$ cat config.mk
export PLATFORM = sky130hd
export DESIGN_NAME = fmul_seq_flat
export DESIGN_NICKNAME = d
export VERILOG_FILES = /design/src/rtl/fmul_seq_if.sv /design/src/rtl/fmul_seq.sv /design/src/flat_wrapper.sv
export SDC_FILE = /design/constraint.sdc
export NUM_CORES = 1
export LEC_CHECK = 0
export CAP_MARGIN = 0
export CORE_AREA = 5 5 155 157
export CTS_CLUSTER_SIZE = 30
export DETAILED_ROUTE_END_ITERATION = 6
export DIE_AREA = 0 0 160 162
export GPL_TIMING_DRIVEN = 0
export PLACE_DENSITY = 0.83
export SLEW_MARGIN = 10
export SYNTH_ARGS = -nofsm -noshare
export SYNTH_HDL_FRONTEND = slang
export SYNTH_SLANG_ARGS = --single-unit
$ cat constraint.sdc
create_clock -name clk -period 7 [get_ports clk]
set_input_delay 1.4 -clock clk [delete_from_list [all_inputs] [get_ports clk]]
set_output_delay 1.4 -clock clk [all_outputs]
set_load 0.01 [all_outputs]
$ cat src/rtl/fmul_seq_if.sv
// Handshake bundle for fmul_seq: operand request channel plus result/flag channel.
interface fmul_seq_if #(
  parameter int W = 32
);
  logic         in_valid;
  logic         in_ready;
  logic [W-1:0] a;
  logic [W-1:0] b;
  logic         out_valid;
  logic         out_ready;
  logic [W-1:0] s;
  logic         flag_nv;
  logic         flag_of;
  logic         flag_uf;
  logic         flag_nx;

  modport master (
    output in_valid, a, b, out_ready,
    input  in_ready, out_valid, s, flag_nv, flag_of, flag_uf, flag_nx
  );

  modport slave (
    input  in_valid, a, b, out_ready,
    output in_ready, out_valid, s, flag_nv, flag_of, flag_uf, flag_nx
  );
endinterface

$ cat src/rtl/fmul_seq.sv
// Sequential floating-point multiplier: radix-2 shift-add mantissa product, one
// multiplier bit per cycle, round-to-nearest-even, special values and exception flags.
module fmul_seq #(
  parameter int EXP_W = 8,
  parameter int MAN_W = 23
) (
  input  logic      clk,
  input  logic      rst_n,
  fmul_seq_if.slave bus
);
  localparam int W     = 1 + EXP_W + MAN_W;
  localparam int M     = MAN_W + 1;
  localparam int P     = 2 * M;
  localparam int XW    = EXP_W + 2;
  localparam int CNT_W = $clog2(M);

  localparam logic [CNT_W-1:0]     CNT_LAST = CNT_W'(MAN_W);
  localparam logic signed [XW-1:0] BIAS     = XW'((1 << (EXP_W - 1)) - 1);
  localparam logic signed [XW-1:0] EXP_MAX  = XW'((1 << EXP_W) - 1);
  localparam logic signed [XW-1:0] EXP_ZERO = {XW{1'b0}};
  localparam logic [EXP_W-1:0]     EXP_ONES = {EXP_W{1'b1}};
  localparam logic [W-1:0]         QNAN     = {1'b0, EXP_ONES, 1'b1, {(MAN_W-1){1'b0}}};

  typedef enum logic [1:0] {
    IDLE = 2'd0,
    MUL  = 2'd1,
    NORM = 2'd2,
    DONE = 2'd3
  } state_t;

  // Operand class vector: {zero, inf, nan, signalling nan}; exp==0 counts as zero.
  function automatic logic [3:0] classify(input logic [W-1:0] x);
    logic [EXP_W-1:0] e;
    logic [MAN_W-1:0] f;
    logic             ones;
    e    = x[W-2:MAN_W];
    f    = x[MAN_W-1:0];
    ones = (e == EXP_ONES);
    return {e == {EXP_W{1'b0}},
            ones && (f == {MAN_W{1'b0}}),
            ones && (f != {MAN_W{1'b0}}),
            ones && (f != {MAN_W{1'b0}}) && !f[MAN_W-1]};
  endfunction

  state_t                 state_r, state_s;
  logic [CNT_W-1:0]       cnt_r;
  logic                   sign_r;
  logic signed [XW-1:0]   exp_r;
  logic [P-1:0]           mcand_r;
  logic [M-1:0]           mplier_r;
  logic [P-1:0]           acc_r;
  logic                   spec_r;
  logic [W-1:0]           spc_res_r;
  logic                   spc_nv_r;
  logic                   in_ready_r, out_valid_r;
  logic [W-1:0]           s_r;
  logic                   nv_r, of_r, uf_r, nx_r;

  logic [3:0]             cls_a_s, cls_b_s;
  logic                   special_s, sign_in_s, accept_s;
  logic [W-1:0]           spc_res_s;
  logic                   spc_nv_s;
  logic [P-1:0]           pn_s;
  logic [M-1:0]           kept_s;
  logic                   guard_s, sticky_s, inc_s;
  logic [M:0]             rnd_s;
  logic signed [XW-1:0]   e_fin_s;
  logic [W-1:0]           res_s;
  logic                   res_nv_s, res_of_s, res_uf_s, res_nx_s;

  assign cls_a_s   = classify(bus.a);
  assign cls_b_s   = classify(bus.b);
  assign special_s = (|cls_a_s[3:1]) || (|cls_b_s[3:1]);
  assign sign_in_s = bus.a[W-1] ^ bus.b[W-1];
  assign accept_s  = bus.in_valid && in_ready_r;

  // Special-operand result, resolved at accept so those operations skip MUL.
  always_comb begin
    spc_res_s = {sign_in_s, {(W-1){1'b0}}};
    spc_nv_s  = 1'b0;
    if (cls_a_s[1] || cls_b_s[1]) begin
      spc_res_s = QNAN;
      spc_nv_s  = cls_a_s[0] || cls_b_s[0];
    end else if ((cls_a_s[2] && cls_b_s[3]) || (cls_a_s[3] && cls_b_s[2])) begin
      spc_res_s = QNAN;
      spc_nv_s  = 1'b1;
    end else if (cls_a_s[2] || cls_b_s[2]) begin
      spc_res_s = {sign_in_s, EXP_ONES, {MAN_W{1'b0}}};
    end else begin
      spc_res_s = {sign_in_s, {(W-1){1'b0}}};
    end
  end

  // Next-state logic for the IDLE -> MUL -> NORM -> DONE sequence.
  always_comb begin
    state_s = state_r;
    case (state_r)
      IDLE: begin
        if (accept_s) begin
          state_s = special_s ? NORM : MUL;
        end else begin
          state_s = IDLE;
        end
      end
      MUL: begin
        if (cnt_r == CNT_LAST) begin
          state_s = NORM;
        end else begin
          state_s = MUL;
        end
      end
      NORM: state_s = DONE;
      DONE: begin
        if (bus.out_ready) begin
          state_s = IDLE;
        end else begin
          state_s = DONE;
        end
      end
      default: state_s = IDLE;
    endcase
  end

  // State register.
  always_ff @(posedge clk or negedge rst_n) begin
    if (!rst_n) begin
      state_r <= IDLE;
    end else begin
      state_r <= state_s;
    end
  end

  // Operand capture and shift-add product accumulation.
  always_ff @(posedge clk or negedge rst_n) begin
    if (!rst_n) begin
      cnt_r     <= {CNT_W{1'b0}};
      sign_r    <= 1'b0;
      exp_r     <= EXP_ZERO;
      mcand_r   <= {P{1'b0}};
      mplier_r  <= {M{1'b0}};
      acc_r     <= {P{1'b0}};
      spec_r    <= 1'b0;
      spc_res_r <= {W{1'b0}};
      spc_nv_r  <= 1'b0;
    end else begin
      case (state_r)
        IDLE: begin
          if (accept_s) begin
            cnt_r     <= {CNT_W{1'b0}};
            sign_r    <= sign_in_s;
            exp_r     <= {2'b00, bus.a[W-2:MAN_W]} + {2'b00, bus.b[W-2:MAN_W]} - BIAS;
            mcand_r   <= {{M{1'b0}}, 1'b1, bus.a[MAN_W-1:0]};
            mplier_r  <= {1'b1, bus.b[MAN_W-1:0]};
            acc_r     <= {P{1'b0}};
            spec_r    <= special_s;
            spc_res_r <= spc_res_s;
            spc_nv_r  <= spc_nv_s;
          end
        end
        MUL: begin
          if (mplier_r[0]) begin
            acc_r <= acc_r + mcand_r;
          end
          mcand_r  <= {mcand_r[P-2:0], 1'b0};
          mplier_r <= {1'b0, mplier_r[M-1:1]};
          cnt_r    <= cnt_r + CNT_W'(1);
        end
        default: begin
        end
      endcase
    end
  end

  // Normalise, round to nearest even, then range-check the rounded exponent.
  always_comb begin
    pn_s     = acc_r[P-1] ? acc_r : {acc_r[P-2:0], 1'b0};
    kept_s   = pn_s[P-1 -: M];
    guard_s  = pn_s[M-1];
    sticky_s = |pn_s[M-2:0];
    inc_s    = guard_s && (sticky_s || kept_s[0]);
    rnd_s    = {1'b0, kept_s} + {{M{1'b0}}, inc_s};
    e_fin_s  = exp_r + {{(XW-1){1'b0}}, acc_r[P-1]} + {{(XW-1){1'b0}}, rnd_s[M]};
    res_s    = {W{1'b0}};
    res_nv_s = 1'b0;
    res_of_s = 1'b0;
    res_uf_s = 1'b0;
    res_nx_s = 1'b0;
    if (spec_r) begin
      res_s    = spc_res_r;
      res_nv_s = spc_nv_r;
    end else if (e_fin_s >= EXP_MAX) begin
      res_s    = {sign_r, EXP_ONES, {MAN_W{1'b0}}};
      res_of_s = 1'b1;
      res_nx_s = 1'b1;
    end else if (e_fin_s <= EXP_ZERO) begin
      res_s    = {sign_r, {(W-1){1'b0}}};
      res_uf_s = 1'b1;
      res_nx_s = 1'b1;
    end else begin
      res_s    = {sign_r, e_fin_s[EXP_W-1:0], rnd_s[MAN_W-1:0]};
      res_nx_s = guard_s || sticky_s;
    end
  end

  // Registered handshake outputs; result is loaded once, leaving NORM.
  always_ff @(posedge clk or negedge rst_n) begin
    if (!rst_n) begin
      in_ready_r  <= 1'b0;
      out_valid_r <= 1'b0;
      s_r         <= {W{1'b0}};
      nv_r        <= 1'b0;
      of_r        <= 1'b0;
      uf_r        <= 1'b0;
      nx_r        <= 1'b0;
    end else begin
      in_ready_r  <= (state_s == IDLE);
      out_valid_r <= (state_s == DONE);
      if (state_r == NORM) begin
        s_r  <= res_s;
        nv_r <= res_nv_s;
        of_r <= res_of_s;
        uf_r <= res_uf_s;
        nx_r <= res_nx_s;
      end
    end
  end

  assign bus.in_ready  = in_ready_r;
  assign bus.out_valid = out_valid_r;
  assign bus.s         = s_r;
  assign bus.flag_nv   = nv_r;
  assign bus.flag_of   = of_r;
  assign bus.flag_uf   = uf_r;
  assign bus.flag_nx   = nx_r;
endmodule

$ cat src/flat_wrapper.sv
// flat-port wrapper written by rule: the top's interface ports become plain ports
module fmul_seq_flat 
#(
  parameter int EXP_W = 8,
  parameter int MAN_W = 23
)
  (clk, rst_n, bus_in_valid, bus_a, bus_b, bus_out_ready, bus_in_ready, bus_out_valid, bus_s, bus_flag_nv, bus_flag_of, bus_flag_uf, bus_flag_nx);
  fmul_seq_if #(.W(32)) bus_i ();
  input  logic clk;
  input  logic rst_n;
  input wire logic [$bits(bus_i.in_valid)-1:0] bus_in_valid;
  input wire logic [$bits(bus_i.a)-1:0] bus_a;
  input wire logic [$bits(bus_i.b)-1:0] bus_b;
  input wire logic [$bits(bus_i.out_ready)-1:0] bus_out_ready;
  output wire logic [$bits(bus_i.in_ready)-1:0] bus_in_ready;
  output wire logic [$bits(bus_i.out_valid)-1:0] bus_out_valid;
  output wire logic [$bits(bus_i.s)-1:0] bus_s;
  output wire logic [$bits(bus_i.flag_nv)-1:0] bus_flag_nv;
  output wire logic [$bits(bus_i.flag_of)-1:0] bus_flag_of;
  output wire logic [$bits(bus_i.flag_uf)-1:0] bus_flag_uf;
  output wire logic [$bits(bus_i.flag_nx)-1:0] bus_flag_nx;
  assign bus_i.in_valid = bus_in_valid;
  assign bus_i.a = bus_a;
  assign bus_i.b = bus_b;
  assign bus_i.out_ready = bus_out_ready;
  assign bus_in_ready = bus_i.in_ready;
  assign bus_out_valid = bus_i.out_valid;
  assign bus_s = bus_i.s;
  assign bus_flag_nv = bus_i.flag_nv;
  assign bus_flag_of = bus_i.flag_of;
  assign bus_flag_uf = bus_i.flag_uf;
  assign bus_flag_nx = bus_i.flag_nx;
  fmul_seq #(.EXP_W(EXP_W), .MAN_W(MAN_W)) u_core (.clk(clk), .rst_n(rst_n), .bus(bus_i));
endmodule
==> results by group <==
STA
  – RSZ-0062 raised after global routing: no
  – Fmax: between 150 and 200 MHz
  – Hold Vio Cnt, Final: 0
  – Relative max-transition margin: 19.87%
  – Worst-margin pin slew: 1193 ps
  – Pins Over Slew Limit: 0
  – Period utilization: 91.56%
  – Clk_skew: roughly 13 ps
  – Worst hold slack: 479.4 ps
  – Setup violations, final: 0
  – Tmin final: 6410 ps
  – Slack of the critical path: 590.5 ps

Floorplanning
  – IO Pins: roughly 110
  – Die Ht: 162 µm
  – Starting Density: 50.50%
  – Rows: 55
  – Chip width: 160 µm
  – Total core area: 22,370 µm²
  – Die area: 25,920 µm²

Logic synthesis
  – Seq/Total Area, Yosys: 40.10%
  – Synth unique cells: 69
  – Syn Inst Count: 1,335
  – Xor and xnor fraction of the mapped netlist area: 7.212%
  – Post-synthesis mux area share: 1.185%
  – Ys async rst share: between 90% and 100%
  – Post-synthesis register bit count: roughly 180
  – Most used DFF post-synth: dfrtp_1
  – Mean Syn Cell Area: 8.460 µm²
  – Mapped Nets: 1,464
  – Area share of the largest cell type after synthesis: 40.10%
  – Largest family of logic cells by synthesized area: compound AO/OA/AOI/OAI gates
  – Synth Area in Adders: 7.046%
  – Synth top area cells: dfrtp_1 (40%), nand2_1 (7.1%), ha_1 (6.4%)
  – Simple-Gate Fraction of Synth Area: 20.08%
  – Largest area contributor in the netlist: dfrtp_1
  – Synthesis Warnings: 0
  – Compound-cell area share of the yosys netlist: around a fifth
  – Synth cell count leaders: nand2_1 (215), dfrtp_1 (181), nor2_1 (140)
  – Cell with the most instances after synthesis: nand2_1
  – Synth Cell Area: 11,290 µm²
  – EDFF count, synth: 0

GRT
  – Antenna violations before repair: 0
  – Grt ovf: 0
  – Largest net degree at the start of global routing: slightly below 100
  – Total Routing Usage GR: 22.81%
  – First-pass GRT wire length: 49,270 µm
  – Number of global-route vias before repair: 10,057

Drt
  – Total number of vias: 10,442
  – 1st-iter DRT viols: 694
  – # DRC: 0
  – First-pass DRT Iterations: 5
  – Final WL: 30,050 µm
  – WL/cell: 17.11 µm
  – Number of nets with antenna violations after routing: 0
  – Via/cell ratio: ~5.9

CTS
  – CTS tree: done
  – Root Buffer: clkbuf_16
  – Worst-skew pair later-pin latency: 440 ps
  – Num CTS Buffers: 17
  – Clk sinks: between 150 and 200
  – Cts repair resizes: 0
  – Clk pin slew, worst setup/hold paths: 70 ps
  – Post-CTS setup buffer count: 0
  – H-tree levels: 4
  – Max clock buf depth: 2

Hold path
  – Hold Path Stages: 2
  – Hold Crit Class: flip-flop to flip-flop
  – Hold Startpoint: u_core.bus.flag_nx
  – Hold Path End: u_core.bus.flag_nx

Placement
  – Gpl congestion: roughly 0.93
  – DP Cell Count: approximately 1,700
  – HPWL Detailed: 22,460 µm
  – IO buf count: 105
  – Post-place setup slack: 364.8 ps

Pwr
  – Internal power: 3.459 mW
  – Clock power share: 14.2%
  – NetSw: ~3 mW
  – Sw Share: a little under half
  – Pwr Density: 490.8 nW/µm²
  – Sequential power share: 29.4%
  – VDD IR-drop max: 0.2578 mV
  – Leak Pwr: 5.684 nW
  – Power share of the combinational group: 56.4%

Cells and area
  – P&R area growth vs syn: 17.64%
  – Share of cells above drive strength 1: 4.212%
  – Finished Layout Cells: 1,757
  – # nets final: 1,588
  – Diode count: 0

Critical path
  – Worst Path Arrival: 6780 ps
  – Worst reg2reg endpoint: u_core.bus.s[22]
  – Worst R2R Path Depth: 21
  – Crit path max fanout: 19
  – Crit Path Class: flip-flop to flip-flop
  – Register-to-Register Setup Slack: 590 ps
  – R2R Path Start: u_core.acc_r[47]
  – Worst setup SP type: flip-flop
  – CP endpoint kind: flip-flop
  – Worst Path Required: 7370 ps

Status
  – Status: finished, final reports clean

Run
  – Max Cap Viol: 0
[worst max-delay path, cell delays in order (launching register included)]
cell	delay, ps
dfrtp_1	350
buf_2	400
buf_1	500
clkbuf_1	460
nand2_1	100
a21boi_0	240
ha_1	290
and3_1	240
o2111ai_1	300
nor2_1	250
and3_1	310
and2_1	200
o2111ai_1	160
fa_1	500
nor3_1	430
nand4_1	240
xor2_1	200
nand2b_1	120
nor4_2	540
buf_2	320
o211ai_1	110
nand3_1	90
[power by group through the flow]
stage | clock network, mW | registers, mW | logic, mW
floorplan | 0 | 1.81 | 2.71
global placement | 0 | 1.90 | 3.52
detailed placement | 0 | 1.92 | 3.61
CTS | 0.934 | 1.90 | 3.64
global route | 0.980 | 1.97 | 4.10
finish | 0.925 | 1.91 | 3.68
[through the flow]
| stage | utilization (%) | setup TNS [ps] | total power [mW] | cell area, µm² |
|---|---|---|---|---|
| global route | 59.41 | 0 | 7.050 | 13290 |
| floorplan | - | 0 | 4.525 | 11290 |
| finish | 59.41 | 0 | 6.521 | 13290 |
| global placement | 56.79 | -485250 | 5.414 | 12700 |
| detailed placement | 56.94 | 0 | 5.526 | 12730 |
| CTS | 59.42 | 0 | 6.480 | 13290 |
[how the worst max path moves through the flow]
stage / from / end / slack [ps] / depth (start not counted)
finish: u_core.acc_r[47] / u_core.bus.s[22] / 590 / 21
global route: u_core.acc_r[47] / u_core.bus.s[22] / 130 / 21
CTS: u_core.acc_r[47] / u_core.bus.s[22] / 280 / 22
detailed placement: u_core.acc_r[47] / u_core.bus.s[22] / 360 / 22
global placement: rst_n / u_core.bus.s[9] / -2710 / 1
floorplan: u_core.acc_r[47] / u_core.bus.s[22] / 1890 / 22
[area by class of cell]
class                      instances  area, µm²
fill                            1916       9079
multi-input combinational       1056       6382
sequential                       181       4529
timing repair buffer             106       1084
clock buffer                      20      446.7
tap                              285      356.6
buffer                            78      307.8
clock inverter                    12      108.9
inverter                          19      71.32
[routing by layer]
layer	GRT usage (%)	wire [µm]	vias up
met5	0	0	-
met4	6.375	551	0
met3	3.426	1593	51
met2	38.42	14580	349
met1	30.89	13330	5047
li1	-	-	4995
[sequential cells by signal (all words and copies together), names as in the netlist]
name                  flops
u_core.spc_res_r          3
u_core.acc_r             48
u_core.bus.flag_nv        1
u_core.spec_r             1
u_core.mplier_r          24
u_core.mcand_r           48
u_core.bus.s             32
u_core.cnt_r              5
u_core.state_r            2
u_core.sign_r             1
u_core.bus.in_ready       1
u_core.bus.flag_uf        1
u_core.spc_nv_r           1
u_core.bus.flag_nx        1
u_core.exp_r             10
u_core.bus.out_valid      1
u_core.bus.flag_of        1
[repair_timing]
item,CTS,global route
hold buffers,0,0
hold endpoints to repair,0,0
setup endpoints to repair,0,21
[cells by family (layout without fill, tap and decap cells)]
group | after synthesis | in the layout
xor+xnor | 93 | 93
fa+ha+maj | 62 | 62
simple gates | 510 | 510
flops | 181 | 181
mux | 13 | 13
buf+inv | 98 | 235
compound gates | 378 | 378
[layout by cell type (no fill, tap or decap), types with 22 or more instances in the layout]
cell	synthesis	final
clkdlybuf4s50_1	0	104
xor2_1	44	44
nand3_1	40	40
a21oi_1	78	78
nand4_1	24	24
clkbuf_1	59	61
o22ai_1	51	51
xnor2_1	49	49
ha_1	58	58
o21ai_0	108	108
dfrtp_1	181	181
a22o_1	26	26
nand2_1	215	215
nor2_1	140	140
nor4_1	22	22
a21o_1	27	27
Power figures use the tool's default switching activity.
==> patch 1: new RTL, config.mk and constraints unchanged <==
Reset style: synchronous (`rst_n`), changed in 3 clocked blocks.
--- a/src/rtl/fmul_seq.sv
+++ b/src/rtl/fmul_seq.sv
@@ -122,7 +122,7 @@
   end
 
   // State register.
-  always_ff @(posedge clk or negedge rst_n) begin
+  always_ff @(posedge clk) begin
     if (!rst_n) begin
       state_r <= IDLE;
     end else begin
@@ -131,7 +131,7 @@
   end
 
   // Operand capture and shift-add product accumulation.
-  always_ff @(posedge clk or negedge rst_n) begin
+  always_ff @(posedge clk) begin
     if (!rst_n) begin
       cnt_r     <= {CNT_W{1'b0}};
       sign_r    <= 1'b0;
@@ -203,7 +203,7 @@
   end
 
   // Registered handshake outputs; result is loaded once, leaving NORM.
-  always_ff @(posedge clk or negedge rst_n) begin
+  always_ff @(posedge clk) begin
     if (!rst_n) begin
       in_ready_r  <= 1'b0;
       out_valid_r <= 1'b0;
Function: differs if rst_n is asserted again (counterexample within 4 cycles, from zero or initial values and one cycle with rst_n low); with rst_n held inactive, the same outputs for 10 cycles.
==> patch 1 against the unedited design <==
  * Synthesized cell count grew 8.0%
  * Design area shrank 1.8%
  * Sequential cell count is the same
  * Setup slack gained 0.090 ns
  * Wire length grew 12%
  * Synthesized area shrank 1.9%
  * Die area is the same
  * Critical path depth is the same
  * Highest routed layer unchanged
Power is not compared: it rests on default switching activity, and its combinational part moved more than twofold at a synthesized area within 25%.
==> patch 1: results (changes against the unedited design) <==
DR pass1 iterations 6 (was 5); first-pass GRT wire length 53.36 mm (was 49.27 mm); multiplexer share of the synthesized area 0.01310 (was 0.01185); M1 wire length 14.15 mm (was 13.33 mm); Synth Instances 1442 (was 1335); worst path arrival time 6.68 ns (was 6.78 ns); met2 usage 0.4033 (was 0.3842); pin count of the biggest net entering global routing 17 (was 98); DR WL met2 15.37 mm (was 14.58 mm); hold slack 0.4555 ns (was 0.4794 ns); Mapped Nets 1571 (was 1464); post_cts resized 1 (was 0); post-synthesis compound-gate area fraction 0.2777 (was 0.2098); top cells by area, synth dfxtp_1 33%, a21oi_1 7.8%, ha_1 6.6% (was dfrtp_1 40%, nand2_1 7.1%, ha_1 6.4%); Placed Cells 1832 (was 1726); Post-synth ARST share 0 (was 1.000); met3 wire len 2.616 mm (was 1.593 mm); Nets 1694 (was 1588); DP Area 12490 um2 (was 12730 um2); layout cell share with drive strength beyond 1 0.03488 (was 0.04212); GRT Resource Usage Total 0.2478 (was 0.2281); Synth Area in Adders 0.07093 (was 0.07046); Place WS -0.03037 ns (was 0.3648 ns); M1 GR Usage 0.3246 (was 0.3089); Distinct cells, synth 75 (was 69); Slowest cell on crit path or3_4 (was nor4_2); fin crit period 6.319 ns (was 6.410 ns); main flop type after synthesis dfxtp_1 (was dfrtp_1); worst clock skew 0.01409 ns (was 0.01304 ns); outcome completed (unchanged); Iter 0 DRT Violations 1089 (was 694); routed via count 11630 (was 10440); DP Wirelength 25.75 mm (was 22.46 mm); max incr delay on CP 0.46 ns (was 0.54 ns)
[patch 1: changes by cell type in the layout (fill, tap and decap cells not counted), moves of 48 or more]
| cell | delta |
|---|---|
| o21ai_0 | -48 |
| a21oi_1 | +94 |
| a22oi_1 | +74 |
| dfxtp_1 | +181 |
| o22ai_1 | -50 |
| dfrtp_1 | -181 |
[patch 1: cell type report]
type	instances	area, um2	area share
Sequential cell	181	3623	0.2778
Clock buffer	22	474.2	0.03635
Inverter	28	105.1	0.008058
Buffer	90	352.8	0.02705
Tap cell	285	356.6	0.02734
Timing Repair Buffer	105	1051	0.08058
Multi-Input combinational cell	1142	7009	0.5374
Clock inverter	9	71.32	0.005468
[patch 1: worst paths after layout]
path / start / to / cells past startpoint
hold / removal: u_core.mplier_r[14] / u_core.mplier_r[14] / 2
setup / recovery: u_core.acc_r[47] / u_core.bus.s[22] / 21
setup reg to reg: u_core.acc_r[47] / u_core.bus.s[22] / 21
hold reg to reg: u_core.mplier_r[14] / u_core.mplier_r[14] / 2
==> patch 2: new RTL, config.mk and constraints unchanged <==
Made on the original files. The 4 states of `state_t` get a Gray code encoding in 2 bits.
--- a/src/rtl/fmul_seq.sv
+++ b/src/rtl/fmul_seq.sv
@@ -22,10 +22,10 @@
   localparam logic [W-1:0]         QNAN     = {1'b0, EXP_ONES, 1'b1, {(MAN_W-1){1'b0}}};
 
   typedef enum logic [1:0] {
-    IDLE = 2'd0,
-    MUL  = 2'd1,
-    NORM = 2'd2,
-    DONE = 2'd3
+    IDLE = 2'b00,
+    MUL  = 2'b01,
+    NORM = 2'b11,
+    DONE = 2'b10
   } state_t;
 
   // Operand class vector: {zero, inf, nan, signalling nan}; exp==0 counts as zero.
Function: same outputs for any inputs over 10 cycles, from zero or initial values and one cycle with rst_n low; not proved beyond that.
==> patch 2 against the unedited design <==
  * Setup slack lost 0.13 ns
  * Wire length shrank 4.6%
  * Design area shrank 1.1%
  * Die area is the same
  * Clock skew is essentially flat
  * First-iteration DRC count grew 30%
  * Sequential share of layout area grew 0.39 points
  * Synthesized cell count shrank 3.2%
  * Synthesized area shrank 1.9%
  * Total power shrank 6.3%
  * Sequential cell count is the same
  * Non-clock buffer count shrank 17
  * Maximum frequency shrank 2.1%
  * Highest routed layer unchanged
==> patch 2: results (changes against the unedited design) <==
worst path arrival time 6.92 ns (was 6.78 ns); Endpoint, Worst Hold u_core.bus.flag_nv (was u_core.bus.flag_nx); Critical R2R Capture u_core.bus.s[14] (was u_core.bus.s[22]); pin count of the biggest net entering global routing 105 (was 98); top cells by area, synth dfrtp_1 41%, nand2_1 8.7%, ha_1 6.5% (was dfrtp_1 40%, nand2_1 7.1%, ha_1 6.4%); initial antenna violation count 1 (was 0); r2r setup slk 0.46 ns (was 0.59 ns); Distinct cells, synth 60 (was 69); Worst Tran Pin Value 0.7703 ns (was 1.193 ns); leakage 5.707 nW (was 5.684 nW); met3 wire len 1.905 mm (was 1.593 mm); first-pass GRT wire length 47.10 mm (was 49.27 mm); Iter 0 DRT Violations 901 (was 694); DP Wirelength 21.68 mm (was 22.46 mm); vias in the first global route 9778 (was 10060); wire length per cell 16.72 um (was 17.11 um); DR WL met2 13.76 mm (was 14.58 mm); maximum vdd drop 0.2096 mV (was 0.2578 mV); Mapped Nets 1421 (was 1464); synth cell count leaders 258 x nand2_1, 181 x dfrtp_1, 124 x o21ai_0, 91 x nor2_1, 70 x a21oi_1 (was 215 x nand2_1, 181 x dfrtp_1, 140 x nor2_1, 108 x o21ai_0, 78 x a21oi_1); worst clock skew 0.01297 ns (was 0.01304 ns); Final GP Congestion 0.9383 (was 0.9304); CP max FO 10 (was 19); Nets 1546 (was 1588); outcome completed (unchanged); Switching Power 0.002759 W (was 0.003062 W); FILL cells 1879 (was 1916); register area share after synthesis 0.4087 (was 0.4010); hold slack 0.4851 ns (was 0.4794 ns); routed via count 10140 (was 10440); GRT Resource Usage Total 0.2182 (was 0.2281)
## patch 2: worst max path at each step
stage,from,to,depth (start not counted)
6_report,u_core.acc_r[47],u_core.bus.s[14],21
5_1_grt,u_core.acc_r[47],u_core.bus.s[19],21
4_1_cts,u_core.acc_r[47],u_core.bus.s[21],21
3_5_place_dp,u_core.acc_r[47],u_core.bus.s[21],21
3_3_place_gp,rst_n,u_core.bus.s[7],1
2_1_floorplan,u_core.acc_r[47],u_core.bus.s[0],21
## patch 2: cell families after synthesis
group                    after synthesis  synth area share
AND/OR/NAND/NOR                      495            0.1978
AO/OA/AOI/OAI                        366            0.2075
flip-flops                           181            0.4087
XOR/XNOR                              88           0.06954
buffers and inverters                 82           0.02800
adder cells (fa/ha/maj)               62           0.07180
multiplexers                          18           0.01671
## patch 2: repair_timing
action,4_1_cts,5_1_grt
gates resized for setup,0,1
setup endpoints to repair,0,20
hold buffers,0,0
## patch 2: power groups by stage
| stage | combinational, W | clock, W | sequential (W) |
|---|---|---|---|
| after CTS | 0.00314 | 0.00102 | 0.00191 |
| after detailed placement | 0.00311 | 0 | 0.00193 |
| after floorplan | 0.00225 | 0 | 0.00184 |
| after global routing | 0.00353 | 0.00107 | 0.00198 |
| final | 0.00317 | 0.00101 | 0.00193 |
| after global placement | 0.00300 | 0 | 0.00191 |
## patch 2: critical path, cell delays in order (launching register included)
cell and delay, ns:
dfrtp_1 0.40, buf_2 0.32, buf_1 0.52, clkbuf_1 0.50, nand2_1 0.09, a21boi_0 0.20
ha_1 0.27, nand4_1 0.09, a21oi_1 0.38, and2_1 0.27, nand2_1 0.14, nor2_1 0.24
and3_1 0.22, o211ai_1 0.13, fa_1 0.49, nor3_1 0.45, nand4_1 0.23, xnor2_1 0.17
or3_1 0.37, nor3b_2 0.41, clkbuf_1 0.40, a22o_1 0.20
## patch 2: layout make-up
| class | instances | area, um2 | share of cell area |
|---|---|---|---|
| multi-input cells | 1029 | 6248 | 0.4757 |
| flip-flops and latches | 181 | 4529 | 0.3448 |
| repair buffers | 106 | 1084 | 0.08249 |
| clock buffers | 17 | 425.4 | 0.03239 |
| well taps | 285 | 356.6 | 0.02715 |
| plain buffers | 61 | 231.5 | 0.01762 |
| clock inverters | 15 | 181.4 | 0.01381 |
| inverters | 21 | 78.83 | 0.006001 |
## patch 2: stage by stage
stage | util | std cells | setup slack, ns
floorplan | - | 1292 | 1.764
global placement | 0.5585 | 1682 | -2.664
detailed placement | 0.5599 | 1683 | 0.3738
CTS | 0.5871 | 1715 | 0.3139
global route | 0.5873 | 1715 | 0.03843
finish | 0.5873 | 1715 | 0.4563
## patch 2: routing by layer
layer	vias to the layer above	GRT usage
li1	4888	-
met1	4827	0.2884
met2	378	0.3726
met3	51	0.03552
met4	0	0.06375
met5	-	0
